--- src/rtl/fb_if_stage_pkg.sv ---
// Shared constants, state encoding and IF/ID payload type for the Firebird fetch stage.
package fb_if_stage_pkg;

  localparam int unsigned FB_32BITS = 32;

  localparam logic [FB_32BITS-1:0] FB_NOP_INST = 32'h0000_0013;

  localparam logic [1:0] FB_IF_S_RESET = 2'd0;
  localparam logic [1:0] FB_IF_S_REQ   = 2'd1;
  localparam logic [1:0] FB_IF_S_HOLD  = 2'd2;

  typedef enum logic [1:0] {
    S_RESET = FB_IF_S_RESET,
    S_REQ   = FB_IF_S_REQ,
    S_HOLD  = FB_IF_S_HOLD
  } fb_if_state_e;

  typedef struct packed {
    logic                 valid;
    logic [FB_32BITS-1:0] pc;
    logic [FB_32BITS-1:0] inst;
  } fb_ifid_t;

endpackage

--- src/rtl/fb_if_stage_if.sv ---
// Instruction-memory req/ack fetch bus.
interface fb_if_stage_if;
  import fb_if_stage_pkg::*;

  logic                 req;
  logic [FB_32BITS-1:0] addr;
  logic                 ack;
  logic [FB_32BITS-1:0] rdata;

  modport master (output req, addr, input ack, rdata);
  modport slave  (input req, addr, output ack, rdata);
endinterface

--- src/rtl/fb_next_pc_mux.sv ---
// Next-PC select for S_HOLD: redirect beats prediction, prediction beats sequential.
module fb_next_pc_mux
  import fb_if_stage_pkg::*;
(
  input  logic [FB_32BITS-1:0] pc,
  input  logic                 pc_src,
  input  logic [FB_32BITS-1:0] predict_pc,
  input  logic                 address_src,
  input  logic [FB_32BITS-1:0] predict_err_pc,
  output logic [FB_32BITS-1:0] next_pc_c
);

  // Priority select; PC+1 wraps modulo 2^32.
  always_comb begin
    next_pc_c = pc + 32'd1;
    if (pc_src)      next_pc_c = predict_pc;
    if (address_src) next_pc_c = predict_err_pc;
  end

endmodule

--- src/rtl/fb_if_stage.sv ---
// Firebird IF stage: PC register, imem fetch FSM, jalr lock, redirect and IF/ID register.
// Optional build macro: FB_IF_PERF_CNT_EN adds fetch/redirect/lock event counters.
module fb_if_stage
  import fb_if_stage_pkg::*;
#(
  parameter logic [FB_32BITS-1:0] RESET_PC = 32'h0000_0000
) (
  input  logic                 clk,
  input  logic                 rst_n,
  fb_if_stage_if.master        imem,
  output logic [FB_32BITS-1:0] cur_pc,
  output logic [FB_32BITS-1:0] cur_inst,
  output logic                 jalr_en,
  input  logic                 pc_src,
  input  logic [FB_32BITS-1:0] predict_pc,
  input  logic                 address_src,
  input  logic [FB_32BITS-1:0] predict_err_pc,
  input  logic                 lock,
  input  logic                 id_ready,
  output logic                 ifid_valid,
  output logic [FB_32BITS-1:0] ifid_pc,
  output logic [FB_32BITS-1:0] ifid_inst
`ifdef FB_IF_PERF_CNT_EN
  ,
  output logic [FB_32BITS-1:0] perf_fetch_cnt,
  output logic [FB_32BITS-1:0] perf_redirect_cnt,
  output logic [FB_32BITS-1:0] perf_lock_cnt
`endif
);

  fb_if_state_e         state_q;
  logic [FB_32BITS-1:0] pc_q;
  logic [FB_32BITS-1:0] inst_q;
  logic                 req_q;
  logic                 jalr_q;
  fb_ifid_t             ifid_q;
  logic [FB_32BITS-1:0] next_pc_c;
  logic                 in_hold_c;
  logic                 redirect_c;
  logic                 advance_c;

  assign in_hold_c  = (state_q == S_HOLD);
  assign redirect_c = in_hold_c && address_src;
  assign advance_c  = in_hold_c && !address_src && !lock && id_ready;

  fb_next_pc_mux u_next_pc_mux (
    .pc             (pc_q),
    .pc_src         (pc_src),
    .predict_pc     (predict_pc),
    .address_src    (address_src),
    .predict_err_pc (predict_err_pc),
    .next_pc_c      (next_pc_c)
  );

  // Fetch FSM with PC, held instruction, jalr lock flag and IF/ID register.
  // inst_q is cleared to NOP whenever S_HOLD is left, so it doubles as cur_inst.
  always_ff @(posedge clk or negedge rst_n) begin
    if (!rst_n) begin
      state_q <= S_RESET;
      pc_q    <= RESET_PC;
      inst_q  <= FB_NOP_INST;
      req_q   <= 1'b0;
      jalr_q  <= 1'b0;
      ifid_q  <= '{valid: 1'b0, pc: '0, inst: FB_NOP_INST};
    end else begin
      case (state_q)
        S_RESET: begin
          state_q <= S_REQ;
          req_q   <= 1'b1;
        end
        S_REQ: begin
          if (imem.ack) begin
            inst_q  <= imem.rdata;
            req_q   <= 1'b0;
            state_q <= S_HOLD;
          end
        end
        S_HOLD: begin
          if (address_src) begin
            pc_q    <= next_pc_c;
            inst_q  <= FB_NOP_INST;
            jalr_q  <= 1'b0;
            req_q   <= 1'b1;
            state_q <= S_REQ;
          end else if (lock) begin
            jalr_q <= 1'b1;
          end else if (id_ready) begin
            ifid_q  <= '{valid: 1'b1, pc: pc_q, inst: inst_q};
            pc_q    <= next_pc_c;
            inst_q  <= FB_NOP_INST;
            jalr_q  <= 1'b0;
            req_q   <= 1'b1;
            state_q <= S_REQ;
          end
        end
        default: begin
          state_q <= S_RESET;
          req_q   <= 1'b0;
        end
      endcase
      // Flush on redirect; drain a consumed entry when nothing new is written.
      if (redirect_c || (id_ready && !advance_c)) begin
        ifid_q.valid <= 1'b0;
      end
    end
  end

  assign imem.req   = req_q;
  assign imem.addr  = pc_q;
  assign cur_pc     = pc_q;
  assign cur_inst   = inst_q;
  assign jalr_en    = jalr_q;
  assign ifid_valid = ifid_q.valid;
  assign ifid_pc    = ifid_q.pc;
  assign ifid_inst  = ifid_q.inst;

`ifdef FB_IF_PERF_CNT_EN
  // Free-running wrapping event counters.
  always_ff @(posedge clk or negedge rst_n) begin
    if (!rst_n) begin
      perf_fetch_cnt    <= '0;
      perf_redirect_cnt <= '0;
      perf_lock_cnt     <= '0;
    end else begin
      if (advance_c)                        perf_fetch_cnt    <= perf_fetch_cnt + 32'd1;
      if (redirect_c)                       perf_redirect_cnt <= perf_redirect_cnt + 32'd1;
      if (in_hold_c && lock && !address_src) perf_lock_cnt    <= perf_lock_cnt + 32'd1;
    end
  end
`endif

endmodule
--- src/flat_wrapper.sv ---
// flat-port wrapper written by rule: the top's interface ports become plain ports
module fb_if_stage_flat import fb_if_stage_pkg::*;
#(
  parameter logic [FB_32BITS-1:0] RESET_PC = 32'h0000_0000
)
  (clk, rst_n, cur_pc, cur_inst, jalr_en, pc_src, predict_pc, address_src, predict_err_pc, lock, id_ready, ifid_valid, ifid_pc, ifid_inst, imem_req, imem_addr, imem_ack, imem_rdata);
  fb_if_stage_if imem_i ();
  input  logic clk;
  input  logic rst_n;
  output logic [FB_32BITS-1:0] cur_pc;
  output logic [FB_32BITS-1:0] cur_inst;
  output logic jalr_en;
  input  logic pc_src;
  input  logic [FB_32BITS-1:0] predict_pc;
  input  logic address_src;
  input  logic [FB_32BITS-1:0] predict_err_pc;
  input  logic lock;
  input  logic id_ready;
  output logic ifid_valid;
  output logic [FB_32BITS-1:0] ifid_pc;
  output logic [FB_32BITS-1:0] ifid_inst;
  output wire logic [$bits(imem_i.req)-1:0] imem_req;
  output wire logic [$bits(imem_i.addr)-1:0] imem_addr;
  input wire logic [$bits(imem_i.ack)-1:0] imem_ack;
  input wire logic [$bits(imem_i.rdata)-1:0] imem_rdata;
  assign imem_req = imem_i.req;
  assign imem_addr = imem_i.addr;
  assign imem_i.ack = imem_ack;
  assign imem_i.rdata = imem_rdata;
  fb_if_stage #(.RESET_PC(RESET_PC)) u_core (.clk(clk), .rst_n(rst_n), .imem(imem_i), .cur_pc(cur_pc), .cur_inst(cur_inst), .jalr_en(jalr_en), .pc_src(pc_src), .predict_pc(predict_pc), .address_src(address_src), .predict_err_pc(predict_err_pc), .lock(lock), .id_ready(id_ready), .ifid_valid(ifid_valid), .ifid_pc(ifid_pc), .ifid_inst(ifid_inst));
endmodule
--- config.mk ---
export PLATFORM = sky130hd
export DESIGN_NAME = fb_if_stage_flat
export DESIGN_NICKNAME = d
export VERILOG_FILES = /design/src/rtl/fb_if_stage_pkg.sv /design/src/rtl/fb_if_stage_if.sv /design/src/rtl/fb_next_pc_mux.sv /design/src/rtl/fb_if_stage.sv /design/src/flat_wrapper.sv
export SDC_FILE = /design/constraint.sdc
export NUM_CORES = 1
export LEC_CHECK = 0
export BUFFER_PORTS_ARGS = -buffer_cell sky130_fd_sc_hd__buf_4
export CAP_MARGIN = 0
export CORE_MARGIN = 2
export CORE_UTILIZATION = 52
export CTS_CLUSTER_DIAMETER = 150
export CTS_CLUSTER_SIZE = 10
export DETAILED_ROUTE_END_ITERATION = 10
export PLACE_DENSITY = 0.92
export SLEW_MARGIN = 20
export SYNTH_ARGS = -nofsm -noshare
export SYNTH_HDL_FRONTEND = slang
export SYNTH_SLANG_ARGS = --single-unit
--- constraint.sdc ---
create_clock -name clk -period 4.81 [get_ports clk]
set_clock_uncertainty 0.05 [all_clocks]
set_input_delay 0.7215 -clock clk [delete_from_list [all_inputs] [get_ports clk]]
set_output_delay 0.7215 -clock clk [all_outputs]
set_load 0.01 [all_outputs]
After elaboration in Yosys (flattened, before gate mapping) --
Cells that the tools add are included. Widths: inputs -> output; s select.
Operators by class: $add $sub $neg 1, equal/unequal tests 8, multiplexer cells 28, bitwise operators 2, reduce and logical (&&, ||, !) cells 21
Operator list (number):
- $mux 32 | 9
- $mux 65 | 4
- $pmux 32 s2 | 1
- $add 32x1->32 const B | 1
- $reduce_and 4->1 | 3
- $mux 1 | 8
- $mux 2 | 4
- $reduce_bool 2->1 | 4
- $ne 3x3->1 const B | 2
- $pmux 2 s3 | 1
- $reduce_and 3->1 | 2
- $logic_and 1x1->1 | 5
- $ne 2x1->1 const B | 2
- $ne 2x2->1 const B | 2
- $logic_not 1->1 | 3
- $pmux 1 s3 | 1
- $reduce_bool 3->1 | 1
- $eq 2x1->1 const B | 1
- $eq 2x2->1 const B | 1
- $logic_not 2->1 | 1
- $not 1->1 | 2
- $reduce_and 2->1 | 1
- $logic_or 1x1->1 | 1
Storage, ports and cells: bits in registers 133, bits of input ports 103, output and inout bits 163, logic and storage cells 68

Depth between registers and ports, before layout --
depth in word-level cells 9, depth in mapped cells 7, gate-level depth less buffers 6

By module --
A second synthesis with hierarchy kept.
Unflattened totals: cells, all modules 587, area total of the unflattened synthesis 6852.8 µm²
By module, submodules not included:
- fb_if_stage | times used 1, cells an instance 398, area each 5606.6 µm², seq. area each 3335.7 µm²
- fb_next_pc_mux | times used 1, cells an instance 189, area each 1246.2 µm², seq. area each 0.0 µm²

Worst setup path before layout --
No wires, ideal clock.
kind register to register, start point register u_core.pc_q[2], in the netlist u_core.cur_pc[2], end point register u_core.pc_q[31], in the netlist u_core.cur_pc[31], setup time 0.070 ns, data arrival time 2.305 ns, required time 4.690 ns, path slack 2.385 ns, stages on the path, launching flop included 8, path buffers 2, period minus slack after synthesis 2.425 ns, cells stage by stage dfrtp_1 > buf_2 > nand3_2 > or4_1 > buf_2 > or4_4 > or4b_1 > nand3_1
Between the ends: longest elaborated chain between the ends 6
Ends and longest elaborated chain:
- start, declared | line fb_if_stage.sv:32 | logic [FB_32BITS-1:0] pc_q;
- start signal, assigned | line fb_if_stage.sv:80 | pc_q <= next_pc_c;
- start signal, assigned | line fb_if_stage.sv:89 | pc_q <= next_pc_c;
- $add 32x1->32 * | line fb_next_pc_mux.sv:15 | next_pc_c = pc + 32'd1;
- $mux 32 * | line fb_next_pc_mux.sv:16 | if (pc_src) next_pc_c = predict_pc;
- $mux 32 * | line fb_next_pc_mux.sv:17 | if (address_src) next_pc_c = predict_err_pc;
- $mux 32 | line fb_if_stage.sv:87 | end else if (id_ready) begin
- $mux 32 | line fb_if_stage.sv:85 | end else if (lock) begin
- $mux 32 * | line fb_if_stage.sv:79 | if (address_src) begin
Mark *: on every way between the ends. The rest lies on a longest branch, timed or not. The select of a mux whose other input is x is not followed. A chain may end at the register's enable or synchronous reset.

Worst setup path after layout --
Ends and elaborated chain as after synthesis.

==> flow_summary.json <==
{
  "cts_tree": "yes",
  "n_fill_cell": 885,
  "synth_cell_type_count": 56,
  "r2r_cells": 5,
  "cap_violations": 0,
  "drtIter0Drc": 706,
  "fin_util_pct": 74.5,
  "grt_pass1_vias": 6294,
  "clock_sinks": 133,
  "slew_viol_final": 0,
  "grt_use_met2_pct": 52.7,
  "fmax_ghz": 0.372,
  "rsz0062_at_grt": "false",
  "via_per_inst": 5.71,
  "hp-class": "primary input to asynchronous set/reset pin",
  "top_usage_layer": "met2",
  "critPathMaxFanout": 9,
  "place_hpwl_microns": 13900,
  "tightest_slew_ns": 1.02,
  "overflow": 0,
  "yosysSeqAreaShare_pct": 51.7,
  "avgSynthCellArea_sq_um": 8.59,
  "power_leakage_nw": 4.61,
  "fin_total_pwr_w": 0.00569,
  "syn_inst": 751,
  "design_area_sq_um": 8990,
  "cp-startpoint": "u_core.cur_pc[2]",
  "portBuffers": 265,
  "rows": 40,
  "synth_edf_count": 0,
  "io_pins": 266,
  "min_period_over_period_pct": 55.8,
  "area_growth_pct": 39.3,
  "antenna_found_initial": 0,
  "min_period_ns": 2.69,
  "timing.rr.start": "u_core.cur_pc[2]",
  "crit_arrival_ns": 2.98,
  "status": "finished clean",
  "yosysWarnings": 0,
  "nets": 1071,
  "synth_ff_type": "dfrtp_1",
  "routed_wl_microns": 20900,
  "hold_viol": 0,
  "num_antenna_cells": 0,
  "setup_viol_count_final": 0,
  "required_ns": 5.10,
  "die_h_microns": 115,
  "htreeDepth": 4,
  "drive_above_1_share_pct": 33.1,
  "post_cts_resized": 0,
  "ant_nets": 0,
  "gr-usage-met1_pct": 39.0,
  "postCtsHoldBufs": 0,
  "crit_type": "flip-flop to flip-flop",
  "holdWs_ns": 0.357,
  "dieArea_sq_um": 13300,
  "clk_pin_slew_ns": 0.06,
  "irDropWorstVdd_uv": 319,
  "synthesis.area_sq_um": 6450,
  "place.gp.congestion": 0.922,
  "reg2reg_slack_ns": 2.12,
  "endpoint_kind": "flip-flop",
  "core-area_sq_um": 12100,
  "drt_pass1_iterations": 7,
  "r2r-end": "u_core.cur_pc[31]",
  "postPlaceCellArea_sq_um": 8330,
  "cts_inserted_buffers": 17,
  "startpoint_type": "flip-flop",
  "post-cts-setup-buffers": 0,
  "power_density_nw_per_um2": 634,
  "ys_seq_elements": 133,
  "endpoint": "u_core.cur_pc[31]",
  "clock_path_buffers": 2,
  "grt_pass1_wl_microns": 32200,
  "fin_tns_setup_ns": 0,
  "grtUsageMet3_pct": 8.12,
  "wl_per_cell_microns": 18.2,
  "syn_nets": 855,
  "grt_usage_pct": 31.3,
  "initial_core_util_pct": 53.5,
  "drcViolationCount": 0,
  "cts_root_buf": "clkbuf_16",
  "async_flop_share_pct": 100,
  "die_w_microns": 115,
  "grt_max_degree": 103,
  "worstSkewPairLatency_ns": 0.42,
  "relSlewSlack_pct": 31.5,
  "vias": 6556
}
through the flow:
| step | setup slack (ns) | instances |
|---|---|---|
| 6_report | 2.12 | 1148 |
| 3_3_place_gp | 1.86 | 1115 |
| 5_1_grt | 1.91 | 1148 |
| 3_5_place_dp | 1.77 | 1115 |
| 4_1_cts | 2.14 | 1147 |
| 2_1_floorplan | 2.39 | 751 |
per-layer routing:
| layer | share of wire [%] | up-vias | wire length (microns) |
|---|---|---|---|
| li1 | - | 2964 | - |
| met1 | 37 | 3109 | 7790 |
| met2 | 49 | 425 | 10200 |
| met3 | 11 | 58 | 2220 |
| met4 | 3.0 | 0 | 633 |
| met5 | 0 | - | 0 |
area by class of cell:
cell class              count  area (sq um)  share of cell area (%)
clock inverters            12           166                    1.85
repair buffers            274          2080                    23.1
well taps                 168           210                    2.34
multi-input cells         535          2710                    30.1
flip-flops and latches    133          3340                    37.1
inverters                   6          22.5                   0.251
clock buffers              20           467                    5.19
flip-flops by register name, summed over array words and instances, names as in the netlist:
signal	cells
u_core.jalr_en	1
u_core.cur_inst	32
u_core.imem.req	1
u_core.state_q	2
u_core.cur_pc	32
u_core.ifid_valid	1
u_core.ifid_pc	32
u_core.ifid_inst	32
report_power, final:
part	switching, W	internal, W	total [W]
clock	0.000514	0.000867	0.00138
combinational	0.00106	0.00110	0.00216
sequential	0.000556	0.00159	0.00215
total	0.00213	0.00356	0.00569
critical path: stages, from the launching register on:
cell	delay (ns)
dfrtp_1	0.60
nand3_2	0.19
or4_1	0.70
or4_4	0.48
or4b_1	0.53
nand3_1	0.08
cells by family after synthesis:
group,Yosys count,synth area share [%]
and+or+nand+nor,391,26.3
AOI/OAI and AO/OA,126,12.7
xor gates and xnor gates,12,1.63
DFF,133,51.7
muxes,5,0.776
adders and majority gates,1,0.194
buffers and inverters,83,6.73
cells in the final DEF, fill, tap and decap left out, drive strengths merged, types with 3 or more instances in the layout:
cell and count:
nor2b 3, bufinv 3, a222oi 7, nor3 6
nor4 4, nor2 22, clkbuf 20, nand2b 6
nand2 269, o21a 3, inv 11, a22oi 5
dfstp 6, xnor2 4, o211ai 4, buf 274
nand4 10, o22a 5, a2bb2oi 3, or4 3
dfrtp 127, o22ai 8, a31oi 7, xor2 8
nand3 48, and3 5, a21oi 31, mux2i 5
o31ai 6, o21ai 30, nand3b 3
synth_stat cells (6+ instances only):
master | count | area (sq um)
xor2_1 | 8 | 70.1
a222oi_1 | 7 | 70.1
o31ai_1 | 6 | 45.0
dfrtp_1 | 127 | 3180
o21ai_0 | 30 | 150
nor3_1 | 6 | 30.0
nand3_1 | 46 | 230
dfstp_2 | 6 | 158
nand2_1 | 269 | 1010
nand2b_1 | 6 | 37.5
clkbuf_1 | 42 | 158
nor2_1 | 22 | 82.6
inv_1 | 6 | 22.5
buf_4 | 32 | 240
nand4_1 | 9 | 56.3
a31oi_1 | 7 | 43.8
o22ai_1 | 8 | 50.1
a21oi_1 | 31 | 155
worst min path at each step:
stage / start / end / slack (ns) / cells past startpoint
after floorplan: rst_n / u_core.cur_inst[10] / 0.38 / 0
after global placement: u_core.ifid_inst[1] / u_core.ifid_inst[1] / 0.39 / 2
after detailed placement: u_core.ifid_inst[4] / u_core.ifid_inst[4] / 0.40 / 2
after CTS: rst_n / u_core.ifid_inst[19] / 0.41 / 1
after global routing: rst_n / u_core.ifid_inst[19] / 0.44 / 1
final: rst_n / u_core.cur_inst[19] / 0.36 / 1
No activity file was read; power rests on OpenSTA's default activity.
